--- config.mk ---
export PLATFORM = sky130hd
export DESIGN_NAME = cpu_debug_ctrl
export DESIGN_NICKNAME = d
export VERILOG_FILES = /design/src/rtl/cpu_dbg_pkg.sv /design/src/rtl/cpu_debug_ctrl_trace.sv /design/src/rtl/cpu_debug_ctrl.sv
export SDC_FILE = /design/constraint.sdc
export NUM_CORES = 1
export LEC_CHECK = 0
export BUFFER_PORTS_ARGS = -buffer_cell sky130_fd_sc_hd__buf_4
export CAP_MARGIN = 40
export CORE_ASPECT_RATIO = 1.75
export CORE_MARGIN = 2
export CORE_UTILIZATION = 60
export CTS_CLUSTER_DIAMETER = 100
export DETAILED_ROUTE_END_ITERATION = 7
export PLACE_DENSITY = 0.86
export SETUP_SLACK_MARGIN = 0.15
export SLEW_MARGIN = 20
export SYNTH_ARGS = -nofsm -noshare
export SYNTH_HDL_FRONTEND = slang
export SYNTH_SLANG_ARGS = --single-unit
--- constraint.sdc ---
create_clock -name clk -period 12 [get_ports clk]
set_clock_uncertainty 0.05 [all_clocks]
set_input_delay 1.2 -clock clk [delete_from_list [all_inputs] [get_ports clk]]
set_output_delay 1.2 -clock clk [all_outputs]
set_load 0.03 [all_outputs]
--- src/rtl/cpu_dbg_pkg.sv ---
// Shared encodings for the CPU run-control / trace unit: command opcodes,
// halt causes and run-control FSM states.
package cpu_dbg_pkg;

  typedef enum logic [2:0] {
    CMD_NOP       = 3'd0,
    CMD_HALT      = 3'd1,
    CMD_RUN       = 3'd2,
    CMD_STEP      = 3'd3,
    CMD_SET_BP    = 3'd4,
    CMD_CLR_BP    = 3'd5,
    CMD_CLR_TRACE = 3'd6,
    CMD_RSVD      = 3'd7
  } dbg_cmd_e;

  typedef enum logic [1:0] {
    CAUSE_NONE = 2'd0,
    CAUSE_HALT = 2'd1,
    CAUSE_BP   = 2'd2,
    CAUSE_STEP = 2'd3
  } halt_cause_e;

  typedef enum logic [1:0] {
    ST_RUN    = 2'd0,
    ST_HALTED = 2'd1,
    ST_STEP   = 2'd2
  } dbg_state_e;

endpackage

--- src/rtl/cpu_debug_ctrl_trace.sv ---
// Circular PC/instruction trace buffer. The PC is written at fetch commit,
// the instruction on the next advancing cycle, which completes the entry.
module dbg_trace_buf #(
  parameter int unsigned XLEN  = 32,
  parameter int unsigned DEPTH = 16,
  localparam int unsigned AW   = $clog2(DEPTH)
) (
  input  logic            clk_i,
  input  logic            reset_i,
  input  logic            clr_i,
  input  logic            commit_i,
  input  logic            adv_i,
  input  logic [XLEN-1:0] pc_i,
  input  logic [XLEN-1:0] inst_i,
  input  logic [AW-1:0]   rd_idx_i,
  output logic [XLEN-1:0] rd_pc_o,
  output logic [XLEN-1:0] rd_inst_o,
  output logic [AW:0]     count_o
);

  logic [XLEN-1:0] pc_mem   [DEPTH];
  logic [XLEN-1:0] inst_mem [DEPTH];
  logic [AW-1:0]   wr_ptr_q;
  logic [AW:0]     count_q;
  logic            pending_q;
  logic            capture;
  logic [AW-1:0]   pc_wr_addr;
  logic [AW-1:0]   rd_addr;

  assign capture    = pending_q && adv_i;
  // A fetch in the same cycle as a capture belongs to the following entry.
  assign pc_wr_addr = capture ? wr_ptr_q + AW'(1) : wr_ptr_q;

  always_ff @(posedge clk_i) begin
    if (reset_i) begin
      wr_ptr_q  <= '0;
      count_q   <= '0;
      pending_q <= 1'b0;
    end else begin
      if (capture) begin
        wr_ptr_q <= wr_ptr_q + AW'(1);
        if (count_q != (AW+1)'(DEPTH)) count_q <= count_q + (AW+1)'(1);
      end
      if (clr_i) count_q <= '0;
      if (commit_i)   pending_q <= 1'b1;
      else if (adv_i) pending_q <= 1'b0;
    end
  end

  always_ff @(posedge clk_i) begin
    if (commit_i) pc_mem[pc_wr_addr] <= pc_i;
    if (capture)  inst_mem[wr_ptr_q] <= inst_i;
  end

  assign rd_addr   = wr_ptr_q - AW'(1) - rd_idx_i;
  assign rd_pc_o   = pc_mem[rd_addr];
  assign rd_inst_o = inst_mem[rd_addr];
  assign count_o   = count_q;

endmodule

--- src/rtl/cpu_debug_ctrl.sv ---
// Run-control unit for the multicycle core: halt/run/step FSM, PC breakpoints,
// retired-fetch counter and an instruction trace buffer.
module cpu_debug_ctrl
  import cpu_dbg_pkg::*;
#(
  parameter int unsigned XLEN         = 32,
  parameter int unsigned STATE_W      = 4,
  parameter int unsigned FETCH_STATE  = 0,
  parameter int unsigned NUM_BP       = 4,
  parameter int unsigned TRACE_DEPTH  = 16,
  parameter bit          RESET_HALTED = 1'b0,
  localparam int unsigned BP_IW       = (NUM_BP > 1) ? $clog2(NUM_BP) : 1,
  localparam int unsigned TR_AW       = $clog2(TRACE_DEPTH)
) (
  input  logic               clk,
  input  logic               reset,
  input  logic               cmd_valid,
  output logic               cmd_ready,
  input  logic [2:0]         cmd_op,
  input  logic [BP_IW-1:0]   cmd_idx,
  input  logic [XLEN-1:0]    cmd_data,
  input  logic [STATE_W-1:0] core_state,
  input  logic [XLEN-1:0]    core_pc,
  input  logic [XLEN-1:0]    core_inst,
  output logic               core_en,
  output logic               halted,
  output logic [1:0]         halt_cause,
  input  logic [TR_AW-1:0]   trace_rd_idx,
  output logic [XLEN-1:0]    trace_pc,
  output logic [XLEN-1:0]    trace_inst,
  output logic [TR_AW:0]     trace_count,
  output logic [31:0]        retired
);

  dbg_state_e      state_q;
  halt_cause_e     cause_q;
  dbg_cmd_e        cmd;
  logic            halt_pending_q;
  logic            skip_bp_q;
  logic            step_fetched_q;
  logic [NUM_BP-1:0] bp_en_q;
  logic [XLEN-1:0] bp_addr_q [NUM_BP];
  logic [31:0]     retired_q;

  logic boundary, bp_hit, bp_match, stop_run, stop_step, fetch_commit, cmd_acc;

  assign cmd_ready = 1'b1;
  assign cmd_acc   = cmd_valid;
  always_comb cmd  = dbg_cmd_e'(cmd_op);

  assign boundary = (core_state == STATE_W'(FETCH_STATE));

  always_comb begin
    bp_hit = 1'b0;
    for (int unsigned i = 0; i < NUM_BP; i++)
      if (bp_en_q[i] && (bp_addr_q[i] == core_pc)) bp_hit = 1'b1;
  end

  assign bp_match  = boundary && !skip_bp_q && bp_hit;
  assign stop_run  = boundary && (bp_match || halt_pending_q);
  assign stop_step = boundary && step_fetched_q;

  always_comb begin
    core_en = 1'b0;
    unique case (state_q)
      ST_RUN:  core_en = !stop_run;
      ST_STEP: core_en = !stop_step;
      default: core_en = 1'b0;
    endcase
  end

  assign fetch_commit = boundary && core_en;

  always_ff @(posedge clk) begin
    if (reset) begin
      state_q        <= RESET_HALTED ? ST_HALTED : ST_RUN;
      cause_q        <= CAUSE_NONE;
      halt_pending_q <= 1'b0;
      skip_bp_q      <= 1'b0;
      step_fetched_q <= 1'b0;
      retired_q      <= '0;
    end else begin
      if (fetch_commit) begin
        retired_q <= retired_q + 32'd1;
        skip_bp_q <= 1'b0;
      end
      unique case (state_q)
        ST_RUN: begin
          if (stop_run) begin
            state_q        <= ST_HALTED;
            cause_q        <= bp_match ? CAUSE_BP : CAUSE_HALT;
            halt_pending_q <= 1'b0;
          end else if (cmd_acc && cmd == CMD_HALT) begin
            halt_pending_q <= 1'b1;
          end
        end
        ST_HALTED: begin
          if (cmd_acc && cmd == CMD_RUN) begin
            state_q   <= ST_RUN;
            skip_bp_q <= 1'b1;
          end else if (cmd_acc && cmd == CMD_STEP) begin
            state_q        <= ST_STEP;
            skip_bp_q      <= 1'b1;
            step_fetched_q <= 1'b0;
          end
        end
        ST_STEP: begin
          if (stop_step) begin
            state_q <= ST_HALTED;
            cause_q <= bp_match ? CAUSE_BP : CAUSE_STEP;
          end else if (fetch_commit) begin
            step_fetched_q <= 1'b1;
          end
        end
        default: state_q <= ST_RUN;
      endcase
    end
  end

  // Addresses are left unreset; a comparator only fires when enabled.
  always_ff @(posedge clk) begin
    if (reset) begin
      bp_en_q <= '0;
    end else if (cmd_acc && (32'(cmd_idx) < NUM_BP)) begin
      if (cmd == CMD_SET_BP) begin
        bp_en_q[cmd_idx]   <= 1'b1;
        bp_addr_q[cmd_idx] <= cmd_data;
      end else if (cmd == CMD_CLR_BP) begin
        bp_en_q[cmd_idx] <= 1'b0;
      end
    end
  end

  assign halted     = (state_q == ST_HALTED);
  assign halt_cause = cause_q;
  assign retired    = retired_q;

  dbg_trace_buf #(
    .XLEN  (XLEN),
    .DEPTH (TRACE_DEPTH)
  ) u_trace (
    .clk_i     (clk),
    .reset_i   (reset),
    .clr_i     (cmd_acc && cmd == CMD_CLR_TRACE),
    .commit_i  (fetch_commit),
    .adv_i     (core_en),
    .pc_i      (core_pc),
    .inst_i    (core_inst),
    .rd_idx_i  (trace_rd_idx),
    .rd_pc_o   (trace_pc),
    .rd_inst_o (trace_inst),
    .count_o   (trace_count)
  );

endmodule

==> summary.md <==
| Metric | Value |
|---|---|
| Sequential fraction of the synthesis area | `between 70 and 80%` |
| Ys async rst share | `0%` |
| Final WL | `116,000 um` |
| Worst path arrival time | `4940 ps` |
| Main synth FF type | `edfxtp_1` |
| Initial Utilization | `between 60% and 70%` |
| Buf+Inv Stages, Crit Path | `5` |
| First-pass GRT wire length | `about 170,000 um` |
| Crit path launch | `trace_rd_idx[0]` |
| Main combinational cell family by area after synthesis | `multiplexers` |
| Synth area leader | `edfxtp_1` |
| Setup crit end kind | `primary output` |
| Tot GR Track Use | `~29%` |
| Synthesized flop and latch total | `~1,200` |
| Chip Width | `between 200 and 250 um` |
| Synth Cell Area | `between 40,000 and 50,000 um2` |
| Synth Area in Adders | `less than 1%` |
| RR Endpoint | `u_trace.pc_mem[10][16]` |
| CTS clock-pin slew for the worst setup and hold paths | `~70 ps` |
| Row count | `136` |
| Antenna cells | `0` |
| Status | `completed` |
| Syn_area_per_cell | `~19 um2` |
| Worst R2R Setup Slack | `around 7100 ps` |
| Stages on worst setup path | `11` |
| Slew margin rel. | `~33%` |
| Largest net degree at the start of global routing | `between 100 and 150` |
| Layout cells sized above 1 | `a little over a quarter` |
| Final Max Tran Viols | `0` |
| Gpl congestion | `about 0.95` |
| Die area | `81,200 um2` |
| Synthesized net count | `approximately 2,600` |
| Worst path cell trace | `buf_4 > inv_1 > ha_4 > fa_4 > buf_16 > buf_12 > mux4_2 > nand2_1 > and3_1 > a31oi_1 > buf_4` |
| Drt drc | `0` |
| Worst VDD drop | `0.000145 V` |
| Antenna Violating Nets Remaining | `0` |
| CTS root buffer | `clkbuf_16` |
| Commonest cells in the synthesized netlist | `edfxtp_1 (1,152), nand2_1 (288), mux4_2 (256)` |
| Synth area leaders | `edfxtp_1 (73%), mux4_2 (12%), nand2_1 (2.3%)` |
| Area growth syn-to-layout | `14.2%` |
| Reg2Reg Launch Point | `bp_addr_q[2][3]` |
| IO Count | `~220` |
| Vias in the first global route | `26,900` |
| Slew @ Worst Pin | `between 1000 and 1500 ps` |
| CP Max Fanout | `112` |
| Unique cell type count in the Yosys netlist | `58` |
| # H-tree levels | `3` |
| Initial antenna violation count | `1` |
| Nets | `approximately 2,900` |
| Share of Yosys cell area claimed by the top area cell type | `between 70% and 80%` |
| XOR/XNOR Fraction of Synth Area | `around 2.7%` |
| Overflow after GRT | `0` |
| Min-Delay Startpoint | `retired[31]` |
| CP max stage cell | `fa_4` |
| Final TNS setup | `0 ps` |
| Cell area after layout | `between 50,000 and 60,000 um2` |
| Worst-Skew Late Latency | `between 700 and 800 ps` |
| Max incr delay on CP | `between 1000 and 1500 ps` |
| Core area | `a little under 80,000 um2` |
| # fillers | `4,606` |
| Cell with the most instances after synthesis | `edfxtp_1` |
| Register-to-Register Path Depth | `9` |
| WL/cell | `about 30 um` |
| Maxcap violations | `0` |
| Top cell by count, worst path | `buf_4` |
| Fin crit period | `6190 ps` |
| Hold_buf cts | `0` |
| Period utilization | `51.6%` |
| Critical setup path kind | `in2out` |
| DRT Pass-1 Iters | `6` |
| Pleak | `approximately 18 nW` |
| CTS tree | `done` |
| Placed Area | `approximately 51,000 um2` |
| Mapped Cells | `~2,500` |
| Simple-gate share of the synthesized area | `roughly 5.5%` |
| Die Y | `375 um` |
| PD cells | `157 nW/um2` |
| F_max | `between 150 and 200 MHz` |
| Number of enable flip-flop cells after synthesis | `1,152` |
| Delay-heaviest family, CP | `adder cells` |
| Post-CTS Setup Bufs | `0` |
| Via density | `~6.6` |
| Fin. Hold Viols | `0` |
| Sink Count | `approximately 1,200` |
| Drt initial violations | `roughly 3,100` |
| Max clock buf depth | `3` |
| # resized after CTS | `0` |
| Worst Hold Class | `reg2reg` |
| Compound-cell area share of the yosys netlist | `about 2.5%` |
| Port Buffer Count | `between 200 and 250` |
| Hpwl dp | `64,900 um` |
| Total CTS buffers | `101` |
| WP data required | `between 10,000 and 15,000 ps` |
| RSZ-0062 raised after global routing | `no` |
| Vias | `roughly 25,000` |
| CP Launch Type | `input pin` |
| Post-synthesis mux area share | `approximately an eighth` |
| Critical Path Sink | `trace_pc[8]` |
| Synth warnings | `0` |
| # setup viols final | `0` |
==> cell type report <==
cell class	count	area [um2]	area share, %
clock buffer	129	2680	4.95
clock inverter	60	677	1.25
timing repair buffer	279	2250	4.16
sequential	1205	35700	66.0
tap	1035	1290	2.40
inverter	28	105	0.195
multi-input combinational	1135	11400	21.0
==> worst reg2reg max path, stage by stage (launching register included) <==
cell and delay (ps):
edfxtp_1 410, xor2_1 170, nor4_1 770, nand4_1 230, nor4_2 810, o41a_1 720
o311ai_0 290, o41a_1 280, nor3_2 210, buf_4 580
==> flip-flops by register name, summed over array words and instances, names as in the netlist, named ones only <==
register           count
halt_pending_q         1
step_fetched_q         1
u_trace.count_o        5
retired               32
u_trace.wr_ptr_q       4
halt_cause             2
u_trace.pending_q      1
u_trace.inst_mem     512
u_trace.pc_mem       512
bp_addr_q            128
state_q                2
skip_bp_q              1
==> layout by cell type (no fill, tap or decap), types with 11 or more instances in the layout <==
| cell type | instances |
|---|---|
| o41ai_1 | 12 |
| clkbuf_16 | 103 |
| inv_1 | 26 |
| clkinv_2 | 13 |
| a31oi_1 | 66 |
| nor3_2 | 17 |
| mux4_2 | 256 |
| xnor2_1 | 27 |
| bufinv_16 | 11 |
| nand3_1 | 22 |
| xor2_1 | 113 |
| clkinv_1 | 16 |
| nand2_1 | 288 |
| nor2_1 | 33 |
| nor3_1 | 18 |
| a21oi_1 | 40 |
| dfxtp_1 | 53 |
| nand4_1 | 11 |
| edfxtp_1 | 1152 |
| clkbuf_1 | 26 |
| ha_1 | 13 |
| nor4_1 | 27 |
| and3_1 | 69 |
| buf_4 | 265 |
==> stage by stage <==
| step | hold WS, ps | total power, W | setup WS, ps | utilization [%] | cells |
|---|---|---|---|---|---|
| after floorplan | 400 | 0.00501 | 2870 | - | 2486 |
| after global placement | 414 | 0.00521 | 5570 | 64.4 | 3670 |
| after detailed placement | 442 | 0.00524 | 5740 | 64.6 | 3678 |
| after CTS | 452 | 0.00853 | 5690 | 68.9 | 3867 |
| after global routing | 466 | 0.00870 | 5670 | 69.0 | 3871 |
| final | 452 | 0.00849 | 5810 | 69.0 | 3871 |
==> how the worst min path moves through the flow <==
stage | end | slack (ps) | cells after the start
after floorplan | skip_bp_q | 400 | 2
after global placement | retired[31] | 410 | 2
after detailed placement | skip_bp_q | 440 | 2
after CTS | retired[31] | 450 | 2
after global routing | retired[31] | 470 | 2
final | retired[31] | 450 | 2
==> where the power goes <==
group          switching (W)  leakage, nW  internal (W)
combinational       0.000333         5.18      0.000212
clock                0.00150         1.61       0.00184
sequential        0.00000339         10.8       0.00461
total                0.00184         17.6       0.00665
==> layer usage <==
layer	vias up	wire (um)	global-route usage (%)
met2	1575	61600	51.2
li1	10500	-	-
met3	325	9520	4.76
met5	-	9	0
met1	13100	38900	34.3
met4	2	5770	14.9
==> logic make-up after synthesis <==
group           Yosys count
other cells               1
fa+ha+maj                15
xor+xnor                144
flops                  1205
mux                     260
simple gates            544
compound gates          171
buf+inv                 146
(Power assumes the default switching activity.)
